[config.mk]
export PLATFORM = sky130hd
export DESIGN_NAME = bmem_arbiter
export DESIGN_NICKNAME = d
export VERILOG_FILES = /design/src/rtl/bmem_arbiter.sv
export SDC_FILE = /design/constraint.sdc
export NUM_CORES = 1
export LEC_CHECK = 0
export CORE_AREA = 2 2 398 400
export CTS_BUF_LIST = sky130_fd_sc_hd__clkbuf_4 sky130_fd_sc_hd__clkbuf_8
export CTS_CLUSTER_SIZE = 10
export DETAILED_ROUTE_END_ITERATION = 8
export DIE_AREA = 0 0 400 402
export GPL_ROUTABILITY_DRIVEN = 0
export GPL_TIMING_DRIVEN = 0
export PLACE_DENSITY = 0.49
export SYNTH_ARGS = -nofsm -noshare
export SYNTH_HDL_FRONTEND = slang
export SYNTH_SLANG_ARGS = --single-unit
[constraint.sdc]
create_clock -name clk -period 34 [get_ports clk]
set_clock_uncertainty 0.2 [all_clocks]
set_input_delay 6.8 -clock clk [delete_from_list [all_inputs] [get_ports clk]]
set_output_delay 6.8 -clock clk [all_outputs]
set_load 0.05 [all_outputs]
[src/rtl/bmem_arbiter.sv]
// Shares the burst-memory port between I-cache and D-cache line requests,
// splitting 256-bit lines into 64-bit beats and reassembling read beats.
module bmem_arbiter #(
   parameter int ADDR_W = 32,
   parameter int DATA_W = 64,
   parameter int BEATS  = 4,
   parameter int LINE_W = DATA_W * BEATS
) (
   input  logic              clk,
   input  logic              rst,
   input  logic [ADDR_W-1:0] i_dfp_addr,
   input  logic              i_dfp_read,
   output logic [LINE_W-1:0] i_dfp_rdata,
   output logic              i_dfp_resp,
   input  logic [ADDR_W-1:0] d_dfp_addr,
   input  logic              d_dfp_read,
   input  logic              d_dfp_write,
   input  logic [LINE_W-1:0] d_dfp_wdata,
   output logic [LINE_W-1:0] d_dfp_rdata,
   output logic              d_dfp_resp,
   output logic [ADDR_W-1:0] bmem_addr,
   output logic              bmem_read,
   output logic              bmem_write,
   output logic [DATA_W-1:0] bmem_wdata,
   input  logic              bmem_ready,
   input  logic [ADDR_W-1:0] bmem_raddr,
   input  logic [DATA_W-1:0] bmem_rdata,
   input  logic              bmem_rvalid
);
   localparam int CNT_W = (BEATS > 1) ? $clog2(BEATS) : 1;
   localparam int OFF_W = $clog2(LINE_W / 8);
   localparam logic [CNT_W-1:0] LAST_BEAT = CNT_W'(BEATS - 1);

   localparam logic [2:0] IDLE     = 3'd0;
   localparam logic [2:0] RD_CMD   = 3'd1;
   localparam logic [2:0] RD_DATA  = 3'd2;
   localparam logic [2:0] WR_BURST = 3'd3;
   localparam logic [2:0] RESP     = 3'd4;

   localparam logic GNT_I = 1'b0;
   localparam logic GNT_D = 1'b1;

   logic [2:0]                   state_q, state_d;
   logic                         gnt_q, gnt_d;
   logic                         last_q, last_d;
   logic [ADDR_W-1:0]            addr_q, addr_d;
   logic [BEATS-1:0][DATA_W-1:0] wdata_q, wdata_d;
   logic [BEATS-1:0][DATA_W-1:0] i_line_q, i_line_d;
   logic [BEATS-1:0][DATA_W-1:0] d_line_q, d_line_d;
   logic [CNT_W-1:0]             cnt_q, cnt_d;
   logic                         wr_go_q, wr_go_d;
   logic                         i_req, d_req, pick_d, beat_ok, wr_beat;

   always_comb begin
      i_req   = i_dfp_read;
      d_req   = d_dfp_read | d_dfp_write;
      // On a tie the port that did not win last time gets the grant.
      pick_d  = d_req & (~i_req | (last_q == GNT_I));
      beat_ok = (state_q == RD_DATA) && bmem_rvalid && (bmem_raddr == addr_q);
      // Once the write burst starts it runs back-to-back regardless of ready.
      wr_beat = (state_q == WR_BURST) && (wr_go_q || bmem_ready);

      state_d  = state_q;
      gnt_d    = gnt_q;
      last_d   = last_q;
      addr_d   = addr_q;
      wdata_d  = wdata_q;
      i_line_d = i_line_q;
      d_line_d = d_line_q;
      cnt_d    = cnt_q;
      wr_go_d  = wr_go_q;

      case (state_q)
         IDLE: begin
            if (i_req || d_req) begin
               gnt_d  = pick_d;
               last_d = pick_d;
               if (pick_d) addr_d = {d_dfp_addr[ADDR_W-1:OFF_W], {OFF_W{1'b0}}};
               else        addr_d = {i_dfp_addr[ADDR_W-1:OFF_W], {OFF_W{1'b0}}};
               // Writeback is served before the refill when both are pending.
               if (pick_d && d_dfp_write) begin
                  wdata_d = d_dfp_wdata;
                  state_d = WR_BURST;
               end else begin
                  state_d = RD_CMD;
               end
            end
         end
         RD_CMD: begin
            if (bmem_ready) state_d = RD_DATA;
         end
         RD_DATA: begin
            if (beat_ok) begin
               if (gnt_q == GNT_D) d_line_d[cnt_q] = bmem_rdata;
               else                i_line_d[cnt_q] = bmem_rdata;
               cnt_d = cnt_q + 1'b1;
               if (cnt_q == LAST_BEAT) begin
                  cnt_d   = '0;
                  state_d = RESP;
               end
            end
         end
         WR_BURST: begin
            if (wr_beat) begin
               wr_go_d = 1'b1;
               cnt_d   = cnt_q + 1'b1;
               if (cnt_q == LAST_BEAT) begin
                  cnt_d   = '0;
                  wr_go_d = 1'b0;
                  state_d = RESP;
               end
            end
         end
         RESP:    state_d = IDLE;
         default: state_d = IDLE;
      endcase
   end

   always_ff @(posedge clk or posedge rst) begin
      if (rst) begin
         state_q  <= IDLE;
         gnt_q    <= GNT_I;
         last_q   <= GNT_D;
         addr_q   <= '0;
         wdata_q  <= '0;
         i_line_q <= '0;
         d_line_q <= '0;
         cnt_q    <= '0;
         wr_go_q  <= 1'b0;
      end else begin
         state_q  <= state_d;
         gnt_q    <= gnt_d;
         last_q   <= last_d;
         addr_q   <= addr_d;
         wdata_q  <= wdata_d;
         i_line_q <= i_line_d;
         d_line_q <= d_line_d;
         cnt_q    <= cnt_d;
         wr_go_q  <= wr_go_d;
      end
   end

   assign bmem_addr   = addr_q;
   assign bmem_read   = (state_q == RD_CMD);
   assign bmem_write  = wr_beat;
   assign bmem_wdata  = wr_beat ? wdata_q[cnt_q] : '0;
   assign i_dfp_resp  = (state_q == RESP) && (gnt_q == GNT_I);
   assign d_dfp_resp  = (state_q == RESP) && (gnt_q == GNT_D);
   assign i_dfp_rdata = i_line_q;
   assign d_dfp_rdata = d_line_q;

endmodule

==> results of run 1 <==
[through the flow]
stage / total power, W / instances
3_5_place_dp: 0.001073 / 5095
4_1_cts: 0.002130 / 5358
2_1_floorplan: 0.0009955 / 1996
5_1_grt: 0.002172 / 5364
6_report: 0.002082 / 5377
3_3_place_gp: 0.001072 / 5087
[cell usage after synthesis, drive strengths merged, types with 7 or more instances]
| cell | count |
|---|---|
| a21oi | 30 |
| nor4 | 10 |
| inv | 7 |
| dfrtp | 802 |
| buf | 71 |
| xor2 | 27 |
| clkbuf | 43 |
| nand2 | 16 |
| nor2 | 31 |
| mux2 | 770 |
| mux2i | 28 |
| nor2b | 65 |
| mux4 | 64 |
[final timing paths]
path,cells after the start,endpoint,startpoint
setup / recovery,7,bmem_wdata[29],bmem_ready
hold / removal,2,last_q$_DFFE_PP1P_,last_q$_DFFE_PP1P_
setup reg to reg,7,d_dfp_rdata[70]$_DFFE_PP0P_,bmem_addr[23]$_DFFE_PP0P_
hold reg to reg,2,last_q$_DFFE_PP1P_,last_q$_DFFE_PP1P_
max in group asynchronous,5,i_dfp_rdata[136]$_DFFE_PP0P_,rst
min in group asynchronous,2,i_dfp_rdata[242]$_DFFE_PP0P_,rst
[report_power, final]
part / switching (W) / internal (W) / leakage [nW] / total, W
sequential: 0.000000000000286 / 0.000956 / 11.2 / 0.000956
combinational: 0.0000493 / 0.0000475 / 9.85 / 0.0000968
clock: 0.000455 / 0.000574 / 1.72 / 0.00103
total: 0.000504 / 0.00158 / 22.8 / 0.00208
[cell usage in the layout (no fill, tap or decap), types with 3 or more instances in the layout]
master           instances
conb_1                   5
buf_16                   7
buf_6                   48
inv_12                   5
inv_1                    6
mux4_2                  64
clkinvlp_4               4
xor2_1                  27
bufinv_16                3
nor2b_1                 65
ha_1                     4
buf_4                    7
mux2_2                 770
diode_2                 19
nor2_1                  31
a21oi_1                 30
clkinv_8                 3
nor3_1                   3
dfrtp_1                802
mux2i_1                 28
clkbuf_4                51
o21ai_0                  4
nand2_2                  8
nand2_1                  8
clkdlybuf4s50_1       1019
clkinv_2                 8
buf_1                   16
clkbuf_8               184
inv_8                    3
nor4_1                   6
clkbuf_1                43
[sequential cells by signal, summed over array words and instances (netlist names)]
name,count
bmem_addr,27
cnt_q,2
gnt_q,1
last_q,1
wr_go_q,1
i_dfp_rdata,256
state_q,3
d_dfp_rdata,256
wdata_q,256
[logic make-up after synthesis]
family          count (synthesis)  share of synthesized area (%)
compound gates                 38                         0.6140
buf+inv                       121                          2.571
xor+xnor                       27                         0.7253
mux                           862                          31.87
other cells                     1                        0.01150
flops                         803                          61.63
simple gates                  136                          2.418
fa+ha+maj                       4                         0.1535
[layer usage]
metal	vias up	part of all wire [%]	GRT usage, %
met2	865	49	27.89
met1	11407	38	18.41
met3	215	9.8	7.216
li1	9587	-	-
met4	48	2.3	4.744
met5	-	0.23	0
[worst max-delay path: stages]
cell,delay (ns)
clkdlybuf4s50_1,0.51
nor2_1,0.08
nand3b_1,0.28
clkbuf_1,0.39
clkbuf_1,0.39
nor2b_1,0.59
clkdlybuf4s50_1,0.93
[area by class of cell]
type / count / area share, %
buffer: 114 / 1.659
inverter: 7 / 0.06902
clock buffer: 235 / 5.956
timing repair buffer: 1027 / 21.25
sequential: 803 / 41.06
antenna: 19 / 0.09714
clock inverter: 28 / 0.7158
multi-input combinational: 1072 / 23.90
tap: 2072 / 5.297
==> summary.txt, run 1 <==
Detailed routing
  • Wire length per cell: around 25 um
  • Vias after detailed routing: around 22000
  • Routed Antenna Nets: 0
  • Aggregate routed wire length: 134600 um
  • Vias/cell: 4.114
  • Post-route DRC: 0
  • Drt pass-1 iters: 5
  • Detailed Route Iter0 Violations: around 790

Timing
  • Fin worst setup slack: roughly 17 ns
  • Setup TNS: 0 ns
  • Post-layout minimum cycle time: between 15 and 20 ns
  • Slew @ Worst Pin: approximately 1.2 ns
  • Final hold vios: 0
  • Unrepaired setup endpoints after global routing: false
  • Max-slew violations: 0
  • Final worst-path cycle share: 49.97%
  • Max frequency: between 50 and 60 MHz
  • Worst hold slack: 0.2878 ns
  • Slew Limit Headroom: roughly 18%
  • # setup viols final: 0

Die
  • Row count: about 150
  • Core ar.: roughly 0.16 mm2
  • Initial core utilization: about a fifth
  • Die width: around 400 um
  • DIE AREA: approximately 0.16 mm2
  • Die Y: around 400 um
  • # IOs: 1035

Clock tree
  • # hold bufs at CTS: 0
  • CTS clock-pin slew for the worst setup and hold paths: roughly 0.06 ns
  • H-tree depth: 4
  • CTS Buf Count: ~150
  • Clock latency on the worst-skew pair: approximately 0.86 ns
  • Setup Fix Bufs, Post-CTS: 0
  • Clk buf depth: 3
  • Root buf cell: clkbuf_8
  • CTS sink cnt: 803
  • Cts repair resizes: 0
  • CTS tree: done

Synthesis
  • Sequential fraction of the synthesis area: between 60 and 70%
  • Yosys top cell area share: approximately three fifths
  • Synthesis-stage register bit count: 803
  • Synth Flop Type: dfrtp_1
  • Synth top area cells: dfrtp_1 (62%), mux2_2 (27%), mux4_2 (4.4%), buf_6 (1.7%), nor2b_1 (1.2%)
  • Syn Inst Count: approximately 2000
  • Synthesized area per cell: 16.37 um2
  • Yosys top cell by area: dfrtp_1
  • Count of different cell masters after synthesis: 35
  • Post-synth EDFFs: 0
  • Cell Area, Synth: around 0.033 mm2
  • YS warnings: 0
  • Fraction of registers with async set/reset: 100.0%

GRT
  • Largest net degree at the start of global routing: 116
  • Antenna violations before repair: between 40 and 50
  • Total track usage: approximately 16%
  • Vias in the first global route: ~24000
  • Grt total ovfl: 0
  • First-pass GRT wire length: 185400 um

Worst setup path
  • WP data arrival: roughly 10 ns
  • CP Data Required Time: 27.00 ns
  • R2R setup slack: 29.29 ns
  • Crit. End Element: output port
  • Worst-path fanout max: 10
  • Setup crit start kind: input port
  • Kind of critical path: in2out

Layout
  • Filler cell count: around 16000
  • Register area: roughly 0.02 mm2
  • Final Core Density: a little under a third
  • Multi-input logic area: around 0.012 mm2
  • # nets final: roughly 3600
  • Post-route cell area: between 0.04 and 0.05 mm2
  • Area growth from synthesis to layout: 50.12%
  • Share of cells above drive strength 1: between 30% and 40%

Placed design
  • Detailed Place HPWL: 100900 um
  • Area post-placement: between 0.04 and 0.05 mm2
  • Port bufs: just over 1000
  • DP Worst Slack: about 17 ns

Status
  • Status: finished clean

Run
  • Number of max-cap violations: 0

Power
  • Maximum vdd drop: between 0.00003 and 0.00004 V
  • Power per cell area: 42.54 mW/mm2
  • Leak pwr: about 23 nW

Min path
  • Hold WC Path Type: reg2reg
Power figures use the tool's default switching activity.
==> inputs of run 2 (changes only) <==
--- a/config.mk
+++ b/config.mk
@@ -5,11 +5,11 @@
 export SDC_FILE = /design/constraint.sdc
 export NUM_CORES = 1
 export LEC_CHECK = 0
-export CORE_AREA = 2 2 398 400
+export CORE_AREA = 2 2 408 410
 export CTS_BUF_LIST = sky130_fd_sc_hd__clkbuf_4 sky130_fd_sc_hd__clkbuf_8
 export CTS_CLUSTER_SIZE = 10
 export DETAILED_ROUTE_END_ITERATION = 8
-export DIE_AREA = 0 0 400 402
+export DIE_AREA = 0 0 410 412
 export GPL_ROUTABILITY_DRIVEN = 0
 export GPL_TIMING_DRIVEN = 0
 export PLACE_DENSITY = 0.49
==> constraint.sdc (replaced) <==
create_clock -name clk -period 14.7 [get_ports clk]
set_clock_uncertainty 0.2 [all_clocks]
set_input_delay 2.94 -clock clk [delete_from_list [all_inputs] [get_ports clk]]
set_output_delay 2.94 -clock clk [all_outputs]
set_load 0.05 [all_outputs]
==> summary.txt, run 2 (same netlist as run 1, synthesis figures left out) <==
Detailed routing
  • Detailed Route Iter0 Violations: 834
  • Vias after detailed routing: between 20000 and 25000
  • Wire length per cell: 24.34 um
  • Drt pass-1 iters: 4
  • Vias/cell: ~4.0
  • Routed Antenna Nets: 0
  • Aggregate routed wire length: about 130000 um
  • Post-route DRC: 0

Worst setup path
  • Setup crit start kind: input port
  • Kind of critical path: in2out
  • CP Data Required Time: about 12 ns
  • Worst-path fanout max: 10
  • Crit. End Element: output port
  • WP data arrival: 6.10 ns

GRT
  • Vias in the first global route: between 20000 and 25000
  • Grt total ovfl: 0
  • Antenna violations before repair: 48
  • Total track usage: 15.64%
  • Largest net degree at the start of global routing: 40
  • First-pass GRT wire length: ~190000 um

Power
  • Power per cell area: 98.46 mW/mm2
  • Leak pwr: 22.98 nW
  • Design Power: roughly 0.0049 W
  • Maximum vdd drop: between 0.00008 and 0.00009 V

Status
  • Status: finished clean

Clock tree
  • Clk buf depth: 3
  • Cts repair resizes: 0
  • Setup Fix Bufs, Post-CTS: 0
  • Clock latency on the worst-skew pair: approximately 0.9 ns
  • CTS tree: done
  • CTS Buf Count: around 160
  • H-tree depth: 4
  • # hold bufs at CTS: 0
  • Root buf cell: clkbuf_8
  • CTS sink cnt: between 800 and 900
  • CTS clock-pin slew for the worst setup and hold paths: around 0.060 ns

Min path
  • Hold WC Path Type: reg2reg

Timing
  • Slew @ Worst Pin: roughly 1.2 ns
  • Final hold vios: 0
  • # setup viols final: 0
  • Final worst-path cycle share: a little over three fifths
  • Post-layout minimum cycle time: 9.244 ns
  • Fin worst setup slack: ~5.5 ns
  • Max-slew violations: 0
  • Max frequency: between 100 and 150 MHz
  • Slew Limit Headroom: 16.98%
  • Unrepaired setup endpoints after global routing: false

Die
  • DIE AREA: around 0.17 mm2
  • Die width: approximately 410 um
  • Core ar.: 0.1642 mm2
  • # IOs: ~1000
  • Die Y: between 400 and 500 um
  • Initial core utilization: roughly a fifth
  • Row count: around 150

Layout
  • # nets final: 3624
  • Commonest non-fill, non-tap cell in the layout: clkdlybuf4s50_1
  • Post-route cell area: a little under 0.05 mm2
  • Area growth from synthesis to layout: 51.79%
  • Share of cells above drive strength 1: 36.21%
  • Commonest non-fill, non-tap cells in the layout: clkdlybuf4s50_1 (1019), dfrtp_1 (802), mux2_2 (770)

Run
  • Number of max-cap violations: 0

Placed design
  • Port bufs: around 1000
  • Area post-placement: roughly 0.046 mm2
  • Detailed Place HPWL: just over 100000 um
  • DP Worst Slack: roughly 5.3 ns
run 2: cell count changes in the layout (fill, tap and decap cells not counted), sizes merged:
cell / delta
bufinv: -1
diode: +4
clkbuf: +13
buf: +16
run 2: metrics by stage:
| stage | util, % | hold slack (ns) | setup TNS, ns | cells |
|---|---|---|---|---|
| after global routing | 30.11 | 0.3095 | 0 | 5511 |
| after global placement | 27.74 | 0.2808 | -4684.41 | 5204 |
| after CTS | 30.10 | 0.2969 | 0 | 5503 |
| final | 30.13 | 0.2904 | 0 | 5526 |
| after detailed placement | 28.03 | 0.2872 | 0 | 5228 |
| after floorplan | - | 0.2627 | 0 | 1996 |
run 2: critical path: stages:
cell             delay [ns]
clkdlybuf4s50_1        0.51
nor2_1                 0.08
nand3b_1               0.24
clkbuf_1               0.41
clkbuf_1               0.39
nor2b_1                0.56
clkdlybuf4s50_1        0.94
run 2: worst paths after layout:
| kind | from | end | slack (ns) | cells after the start |
|---|---|---|---|---|
| setup / recovery | bmem_ready | bmem_wdata[31] | 5.46 | 7 |
| min in group asynchronous | rst | i_dfp_rdata[3]$_DFFE_PP0P_ | 2.35 | 2 |
| setup reg to reg | bmem_addr[26]$_DFFE_PP0P_ | d_dfp_rdata[120]$_DFFE_PP0P_ | 10.70 | 7 |
| hold reg to reg | last_q$_DFFE_PP1P_ | last_q$_DFFE_PP1P_ | 0.29 | 2 |
| max in group asynchronous | rst | i_dfp_rdata[237]$_DFFE_PP0P_ | 9.46 | 10 |
| hold / removal | last_q$_DFFE_PP1P_ | last_q$_DFFE_PP1P_ | 0.29 | 2 |
run 2: area by class of cell:
| class | count | area, um2 |
|---|---|---|
| Fill cell | 16597 | 114800 |
| Sequential cell | 803 | 20100 |
| Multi-Input combinational cell | 1072 | 11690 |
| Timing Repair Buffer | 1043 | 10680 |
| Clock buffer | 248 | 3075 |
| Tap cell | 2189 | 2739 |
| Buffer | 114 | 812.0 |
| Clock inverter | 27 | 316.6 |
| Antenna cell | 23 | 57.56 |
| Inverter | 7 | 30.03 |
run 2: power by group:
group          leakage, nW  internal, W      switching [W]
Sequential            11.2      0.00221  0.000000000000653
Combinational         9.97     0.000117           0.000113
Clock                 1.79      0.00137            0.00106
run 2: routing by layer:
layer  up-vias  routed length (um)  global-route usage, %
li1       9626                   -                      -
met1     11234               50890                  17.42
met2       828               66030                  26.37
met3       239               13010                  6.813
met4        52                4240                  5.800
met5         -                 345                      0
==> inputs of run 3 (changes only) <==
--- a/config.mk
+++ b/config.mk
@@ -5,11 +5,11 @@
 export SDC_FILE = /design/constraint.sdc
 export NUM_CORES = 1
 export LEC_CHECK = 0
-export CORE_AREA = 2 2 408 410
+export CORE_AREA = 2 2 398 400
 export CTS_BUF_LIST = sky130_fd_sc_hd__clkbuf_4 sky130_fd_sc_hd__clkbuf_8
 export CTS_CLUSTER_SIZE = 10
 export DETAILED_ROUTE_END_ITERATION = 8
-export DIE_AREA = 0 0 410 412
+export DIE_AREA = 0 0 400 402
 export GPL_ROUTABILITY_DRIVEN = 0
 export GPL_TIMING_DRIVEN = 0
 export PLACE_DENSITY = 0.49
==> constraint.sdc (replaced) <==
create_clock -name clk -period 9.7 [get_ports clk]
set_clock_uncertainty 0.2 [all_clocks]
set_input_delay 1.94 -clock clk [delete_from_list [all_inputs] [get_ports clk]]
set_output_delay 1.94 -clock clk [all_outputs]
set_load 0.05 [all_outputs]
==> summary.txt, run 3 (same netlist as run 1, synthesis figures left out) <==
Clock tree
  • CTS Buf Count: 154
  • Clk buf depth: 3
  • # hold bufs at CTS: 0
  • Cts repair resizes: 0
  • Setup Fix Bufs, Post-CTS: 0
  • Clock latency on the worst-skew pair: about 0.86 ns
  • Root buf cell: clkbuf_8
  • CTS sink cnt: 803
  • CTS tree: done
  • CTS clock-pin slew for the worst setup and hold paths: about 0.06 ns
  • H-tree depth: 4

Power
  • Maximum vdd drop: 0.0001042 V
  • Power per cell area: approximately 150 mW/mm2
  • Leak pwr: 22.92 nW
  • Design Power: 0.007307 W

Worst setup path
  • R2R depth: 7
  • WP data arrival: slightly above 5 ns
  • Crit. End Element: output port
  • Setup crit start kind: input port
  • CP Data Required Time: 7.56 ns
  • Reg2reg end: i_dfp_rdata[130]$_DFFE_PP0P_
  • Worst r2r src: bmem_addr[23]$_DFFE_PP0P_
  • Worst-path fanout max: 10
  • R2R setup slack: 4.65 ns
  • Kind of critical path: in2out

Layout
  • Commonest non-fill, non-tap cells in the layout: clkdlybuf4s50_1 (1019), dfrtp_1 (802), mux2_2 (770)
  • Share of cells above drive strength 1: roughly 36%
  • Fin cells: roughly 5400
  • Commonest non-fill, non-tap cell in the layout: clkdlybuf4s50_1
  • # nets final: ~3600
  • Area growth from synthesis to layout: 50.85%

GRT
  • Total track usage: 16.11%
  • Antenna violations before repair: 42
  • First-pass GRT wire length: about 180000 um
  • Grt total ovfl: 0
  • Largest net degree at the start of global routing: between 40 and 50
  • Vias in the first global route: approximately 24000

Status
  • Status: finished, violations left
  • Violated checks: capacitance limit, slew limit

Detailed routing
  • Routed Antenna Nets: 0
  • Detailed Route Iter0 Violations: between 700 and 800
  • Aggregate routed wire length: about 130000 um
  • Vias/cell: roughly 4
  • Wire length per cell: 24.37 um
  • Post-route DRC: 0
  • Vias after detailed routing: 22005
  • Drt pass-1 iters: 4

Timing
  • Slew Limit Headroom: -1.137%
  • Final hold vios: 0
  • Setup TNS: 0 ns
  • Final worst-path cycle share: 73.87%
  • # setup viols final: 0
  • Slew @ Worst Pin: approximately 1.5 ns
  • Post-layout minimum cycle time: around 7.2 ns
  • Unrepaired setup endpoints after global routing: false
  • Worst hold slack: between 0.2 and 0.3 ns
  • Max-slew violations: 2
  • Max frequency: 139.6 MHz

Min path
  • WHS Path Cells: 2
  • Hold Path Origin: last_q$_DFFE_PP1P_
  • Worst Hold Path EP: last_q$_DFFE_PP1P_
  • Hold WC Path Type: reg2reg

Placed design
  • Detailed Place HPWL: approximately 100000 um
  • Port bufs: 1019
  • Inst Count DP: roughly 5100

Die
  • DIE AREA: around 0.16 mm2
  • Die Y: ~400 um
  • Initial core utilization: 20.75%
  • Core ar.: around 0.16 mm2
  • Die width: 400 um
  • Row count: roughly 150
  • # IOs: roughly 1000

Run
  • Number of max-cap violations: 1
-- run 3: worst max-delay path by stage --
stage	start	to	slack, ns
3_5_place_dp	bmem_ready	bmem_wdata[10]	2.41
4_1_cts	bmem_ready	bmem_wdata[10]	2.39
2_1_floorplan	rst	bmem_addr[10]$_DFFE_PP0P_	-3.46
3_3_place_gp	rst	d_dfp_rdata[55]$_DFFE_PP0P_	-10.10
6_report	bmem_ready	bmem_wdata[8]	2.53
5_1_grt	bmem_ready	bmem_wdata[10]	2.33
-- run 3: where the power goes --
group              switching [W]  internal, W  total (W)
clock network            0.00157      0.00203    0.00361
registers      0.000000000000954      0.00335    0.00335
logic                   0.000171     0.000178   0.000348
-- run 3: critical path: stages --
cell and delay (ns):
clkdlybuf4s50_1 0.47, nor2_1 0.18, nand3b_1 0.23, clkbuf_1 0.60, clkbuf_1 0.66, nor2b_1 0.10
clkdlybuf4s50_1 0.81
-- run 3: metal layers --
layer | up-vias | routed length (um) | share of wire [%] | global-route usage, %
met5 | - | 282 | 0.21 | 0
met4 | 44 | 3890 | 3.0 | 5.480
met3 | 240 | 13210 | 10 | 6.758
met2 | 847 | 64390 | 49 | 27.31
met1 | 11265 | 49600 | 38 | 18.08
li1 | 9609 | - | - | -
-- run 3: area by class of cell --
type,count,area [um2]
fill,15937,107900
sequential,803,20100
multi-input combinational,1072,11690
timing repair buffer,1043,10680
clock buffer,242,2918
tap,2072,2592
buffer,114,812.0
clock inverter,22,329.1
antenna,17,42.54
inverter,7,30.03
-- run 3: through the flow --
stage	worst slack, ns	instance area [um2]	utilization [%]
detailed placement	2.413	45900	29.21
global route	2.330	49160	31.29
CTS	2.395	49140	31.28
finish	2.535	49190	31.31
global placement	-10.10	45420	28.91
floorplan	-3.462	32620	-
